==> src/rtl/pc_sequencer.sv <==
// Program-counter sequencer: decodes flow-control instructions and steers the PC counter
// through jumps, call/return via a small return stack, timed waits and halts.
module pc_sequencer #(
  parameter int CounterBits = 6,
  parameter int StackDepth  = 4
) (
  input  logic                   CLK,
  input  logic                   CPU_SetReset,
  input  logic [CounterBits-1:0] PC_Counter,
  input  logic [15:0]            Instr,
  input  logic                   ALU_Zero,
  input  logic                   Resume,
  output logic                   PC_SetJmp,
  output logic [CounterBits-1:0] PC_JMPAddr,
  output logic                   PC_SetStop,
  output logic                   Halted,
  output logic                   StackFault
);

  // state        | meaning
  // StRun        | decoding one instruction per cycle
  // StWait       | dwelling on a WAIT, waitCnt counts down to zero
  // StHaltOp     | stopped by HALT, Resume advances past it
  // StHaltFault  | stack overflow/underflow, only reset exits
  typedef enum logic [1:0] {StRun, StWait, StHaltOp, StHaltFault} seqState_t;

  localparam int SpBits  = $clog2(StackDepth + 1);
  localparam int IdxBits = (StackDepth > 1) ? $clog2(StackDepth) : 1;

  seqState_t              state, nextState;
  logic [SpBits-1:0]      stackPtr;
  logic [7:0]             waitCnt;
  logic [CounterBits-1:0] stackMem [2**IdxBits];

  logic [3:0]             opcode;
  logic [CounterBits-1:0] addr, pushVal, jmpTarget;
  logic [7:0]             waitN;
  logic [IdxBits-1:0]     topIdx, pushIdx;
  logic                   stackFull, stackEmpty;
  logic                   jmpReq, stopReq, doPush, doPop, setFault, loadWait;

  assign opcode     = Instr[15:12];
  assign addr       = Instr[CounterBits-1:0];
  assign waitN      = Instr[7:0];
  assign pushVal    = PC_Counter + CounterBits'(1);
  assign stackFull  = (stackPtr == SpBits'(StackDepth));
  assign stackEmpty = (stackPtr == '0);
  assign topIdx     = IdxBits'(stackPtr - SpBits'(1));
  assign pushIdx    = IdxBits'(stackPtr);

  always_comb begin
    jmpReq    = 1'b0;
    stopReq   = 1'b0;
    jmpTarget = '0;
    doPush    = 1'b0;
    doPop     = 1'b0;
    setFault  = 1'b0;
    loadWait  = 1'b0;
    nextState = state;
    case (state)
      StRun: begin
        case (opcode)
          4'd1: begin
            jmpReq    = 1'b1;
            jmpTarget = addr;
          end
          4'd2: begin
            jmpReq    = ALU_Zero;
            jmpTarget = ALU_Zero ? addr : '0;
          end
          4'd3: begin
            if (stackFull) begin
              stopReq   = 1'b1;
              setFault  = 1'b1;
              nextState = StHaltFault;
            end else begin
              jmpReq    = 1'b1;
              jmpTarget = addr;
              doPush    = 1'b1;
            end
          end
          4'd4: begin
            if (stackEmpty) begin
              stopReq   = 1'b1;
              setFault  = 1'b1;
              nextState = StHaltFault;
            end else begin
              jmpReq    = 1'b1;
              jmpTarget = stackMem[topIdx];
              doPop     = 1'b1;
            end
          end
          4'd5: begin
            // WAIT 0 falls through as a NOP
            if (waitN != 8'd0) begin
              stopReq   = 1'b1;
              loadWait  = 1'b1;
              nextState = StWait;
            end
          end
          4'd6: begin
            stopReq   = 1'b1;
            nextState = StHaltOp;
          end
          default: ;
        endcase
      end
      StWait: begin
        stopReq = (waitCnt != 8'd0);
        if (waitCnt == 8'd0) nextState = StRun;
      end
      StHaltOp: begin
        stopReq = ~Resume;
        if (Resume) nextState = StRun;
      end
      default: stopReq = 1'b1;
    endcase
  end

  // Reset must silence the combinational outputs even though Instr may still decode
  assign PC_SetJmp  = jmpReq & ~CPU_SetReset;
  assign PC_SetStop = stopReq & ~CPU_SetReset;
  assign PC_JMPAddr = CPU_SetReset ? '0 : jmpTarget;
  assign Halted     = ~CPU_SetReset & ((state == StHaltOp) || (state == StHaltFault));

  always_ff @(posedge CLK or posedge CPU_SetReset) begin
    if (CPU_SetReset) begin
      state      <= StRun;
      stackPtr   <= '0;
      waitCnt    <= '0;
      StackFault <= 1'b0;
    end else begin
      state <= nextState;
      if (doPush)     stackPtr <= stackPtr + SpBits'(1);
      else if (doPop) stackPtr <= stackPtr - SpBits'(1);
      if (setFault) StackFault <= 1'b1;
      if (loadWait)
        waitCnt <= waitN - 8'd1;
      else if ((state == StWait) && (waitCnt != 8'd0))
        waitCnt <= waitCnt - 8'd1;
    end
  end

  // Return addresses are not reset; only the pointer decides validity
  always_ff @(posedge CLK) begin
    if (doPush) stackMem[pushIdx] <= pushVal;
  end

endmodule

==> config.mk <==
export PLATFORM = sky130hd
export DESIGN_NAME = pc_sequencer
export DESIGN_NICKNAME = d
export VERILOG_FILES = /design/src/rtl/pc_sequencer.sv
export SDC_FILE = /design/constraint.sdc
export NUM_CORES = 1
export LEC_CHECK = 0
export BUFFER_PORTS_ARGS = -buffer_cell sky130_fd_sc_hd__buf_2
export CORE_MARGIN = 1
export CORE_UTILIZATION = 25
export CTS_CLUSTER_DIAMETER = 50
export DETAILED_ROUTE_END_ITERATION = 7
export PLACE_DENSITY = 0.45
export RECOVER_POWER = 50
export SKIP_LAST_GASP = 1
export SYNTH_ARGS = -nofsm -noshare
export SYNTH_HDL_FRONTEND = slang
export SYNTH_SLANG_ARGS = --single-unit
==> constraint.sdc <==
create_clock -name CLK -period 5.4 [get_ports CLK]
set_input_delay 1.08 -clock CLK [delete_from_list [all_inputs] [get_ports CLK]]
set_output_delay 1.08 -clock CLK [all_outputs]
set_load 0.01 [all_outputs]
==> results.yml <==
layout:
  drive_gt1_share_pct: 21.2
  seq_area_um2: 1070
  final.fill_count: 905
  syn_to_final_growth_pct: 16.4
  nets: 277
  multiInputGateArea_um2: 1160
  num_antenna_cells: 0
synthesis:
  synthArstFlopShare_pct: 36.8
  synth.avg_cell_area_um2: 11.1
  yosys.area_share.adder_pct: 5.92
  synth_top_cell_area_share_pct: 31.0
  synth-compound-area-share_pct: 11.9
  synth_xor_area_share_pct: 6.78
  synth_edf_count: 24
  synth.largest_area_cell: "edfxtp_1"
  synthCells: 209
  ys_types: 50
  yosysWarningCount: 0
  seq_area_frac_synth_pct: 46.0
  syn_area_um2: 2330
  synth_nets: 246
  synth_top_family_by_area: "simple AND/OR/NAND/NOR gates"
  ys_ff_latch: 38
  synthTopCellsByArea: "edfxtp_1 31%, dfrtp_1 15%, ha_1 5.9%"
  yosys.area_share.simple_pct: 15.7
  ys.flop_type: "edfxtp_1"
  synthMuxAreaShare_pct: 9.79
route:
  drc: 2
  via_per_inst: 4.86
  wire_per_inst_um: 15.1
  vias: 1695
  antenna_left: 0
  drt_iter0_markers: 78
  routed_wl_um: 5280
  dr.pass1.iters: 8
critical_path:
  crit_fanout: 16
  startpoint_type: "input port"
  critPathMostFrequentCell: "buf_2"
  r2r_start: "state[0]"
  path_delay_family: "buffers and inverters"
  crit_type: "input port to output pin"
  critPathBufInv: 4
  cpMaxStageDelayCell: "clkbuf_1"
  slowest_delay_ns: 0.69
  required_ns: 4.32
  crit_path_end_kind: "output pin"
  crit_path_cell_trace: "buf_2 > inv_1 > clkbuf_1 > nand3_1 > nor2_1 > buf_2"
  startpoint: "CPU_SetReset"
  cp.arrival_ns: 2.83
sta:
  fmax_ghz: 0.256
  hold_viol: 0
  rsz0062_at_grt: "false"
  slew_violations: 0
  skew_ns: 0.00630
  maxSlewHeadroom_pct: 38.1
  worstMarginPinSlew_ns: 0.929
  layout_min_cycle_time_ns: 3.91
  setup_viol: 0
  fin_tns_setup_ns: 0
  period_share_pct: 72.4
floorplan:
  die_h_um: 98.5
  initial_core_util_pct: 26.3
  row_count: 34
  fp.dieW_um: 98.5
  io_pins: 36
  die-area_um2: 9690
  core_area_um2: 8850
clock_tree:
  clk_pin_slew_worst_paths_ns: 0.08
  cts_buffers: 5
  postCtsSetupRepairBufs: 0
  cts.sinks: 38
  cts_resized: 0
  cts_tree: "yes"
  h-tree-depth: 2
  clock_latency_ns: 0.29
  postCtsHoldBufs: 0
  cts_buffer_depth: 2
  clockRootBuffer: "clkbuf_8"
power_and_ir_drop:
  pwr_density_cell_nw_per_um2: 428
  leakage_nw: 1.05
  irDropWorstVdd_uv: 153
  p_total_mw: 1.16
grt:
  track_usage_pct: 11.6
  grt_max_degree: 17
  grt_overflow: 0
  grt_pass1_wl_um: 8650
  antenna_found_initial: 0
  grt_pass1_vias: 1660
worst_hold_path:
  worstHoldStart: "StackFault"
  holdCritPathClass: "register to register"
place:
  dp_hpwl_um: 3950
  gp_congestion: 0.747
  numPortBuffers: 31
outcome:
  status: "finished with violations"
  violations: "design-rule violations"
flow_run:
  max_cap_viol_count: 0
==> layout by cell type (no fill, tap or decap), drive strengths merged, types with 2 or more instances in the layout <==
master | synthesis | final
buf | 3 | 27
ha | 11 | 11
nor2b | 2 | 2
a22oi | 7 | 7
xnor2 | 12 | 12
bufinv | 0 | 2
dfrtp | 14 | 14
a31oi | 2 | 2
nor3 | 4 | 4
or3 | 3 | 3
edfxtp | 24 | 24
nand2 | 8 | 8
o31ai | 2 | 2
and3 | 6 | 6
mux2 | 2 | 2
xor2 | 6 | 6
o21ai | 6 | 6
o31a | 2 | 2
nand3 | 5 | 5
nor4 | 5 | 5
or2 | 3 | 3
mux2i | 7 | 7
nor2 | 26 | 26
a21oi | 7 | 7
inv | 11 | 11
mux4 | 6 | 6
clkbuf | 6 | 11
==> power breakdown <==
part	switching (mW)	internal, mW
Combinational	0.225	0.207
Clock	0.108	0.185
Sequential	0.0675	0.366
Total	0.401	0.758
==> cells by family (layout without fill, tap and decap cells) <==
| logic type | Yosys count | after routing |
|---|---|---|
| adders and majority gates | 11 | 11 |
| buffers and inverters | 20 | 52 |
| DFF | 38 | 38 |
| and+or+nand+nor | 70 | 70 |
| muxes | 15 | 15 |
| AOI/OAI and AO/OA | 37 | 37 |
| xor gates and xnor gates | 18 | 18 |
==> stage by stage <==
step           util [%]  setup slack, ns  hold slack (ns)  cell area, um2  cells
5_1_grt            30.6             1.13            0.505            2710    349
6_report           30.6             1.49            0.482            2710    349
3_3_place_gp       29.2             1.57            0.458            2580    341
2_1_floorplan         -             1.97            0.508            2330    209
3_5_place_dp       29.2             1.58            0.465            2580    341
4_1_cts            30.7             1.67            0.489            2720    349
==> metal layers <==
metal | up-vias | wire (um) | GRT usage [%]
met4 | 0 | 43 | 3.33
met3 | 5 | 216 | 2.70
li1 | 836 | - | -
met2 | 43 | 2580 | 19.2
met1 | 811 | 2440 | 15.3
met5 | - | 0 | 0
==> registers in the layout, indices dropped and copies added, names as in the netlist <==
name and cells:
StackFault 1, state 2, waitCnt 8, stackPtr 3, stackMem 24
==> cells in the mapped netlist, types with 2 or more instances <==
cell,instances
mux2i_1,7
xnor2_1,12
and3_1,5
nor3_1,4
nand2_1,8
dfrtp_1,14
nor4_1,5
clkbuf_1,6
o31a_1,2
nor2b_1,2
xor2_1,6
a21oi_1,7
nor2_1,26
mux2_2,2
a22oi_1,7
o21ai_0,6
a31oi_1,2
edfxtp_1,24
nand3_1,5
or3_1,2
inv_1,11
or2_2,2
mux4_2,6
buf_6,2
ha_1,11
==> worst paths after layout <==
path / end / slack, ns / cells past startpoint
max reg2reg: waitCnt[4] / 2.30 / 10
min in group asynchronous: state[1] / 1.05 / 3
max in group asynchronous: StackFault / 3.78 / 3
min reg2reg: StackFault / 0.48 / 1
max: PC_JMPAddr[5] / 1.49 / 6
min: StackFault / 0.48 / 1
==> final cells by class <==
cell class	instances	share of cell area (%)
well taps	108	4.99
repair buffers	33	5.82
clock buffers	5	2.54
flip-flops and latches	38	39.6
inverters	11	1.52
multi-input cells	151	43.0
clock inverters	3	2.54
(Power assumes the default switching activity.)
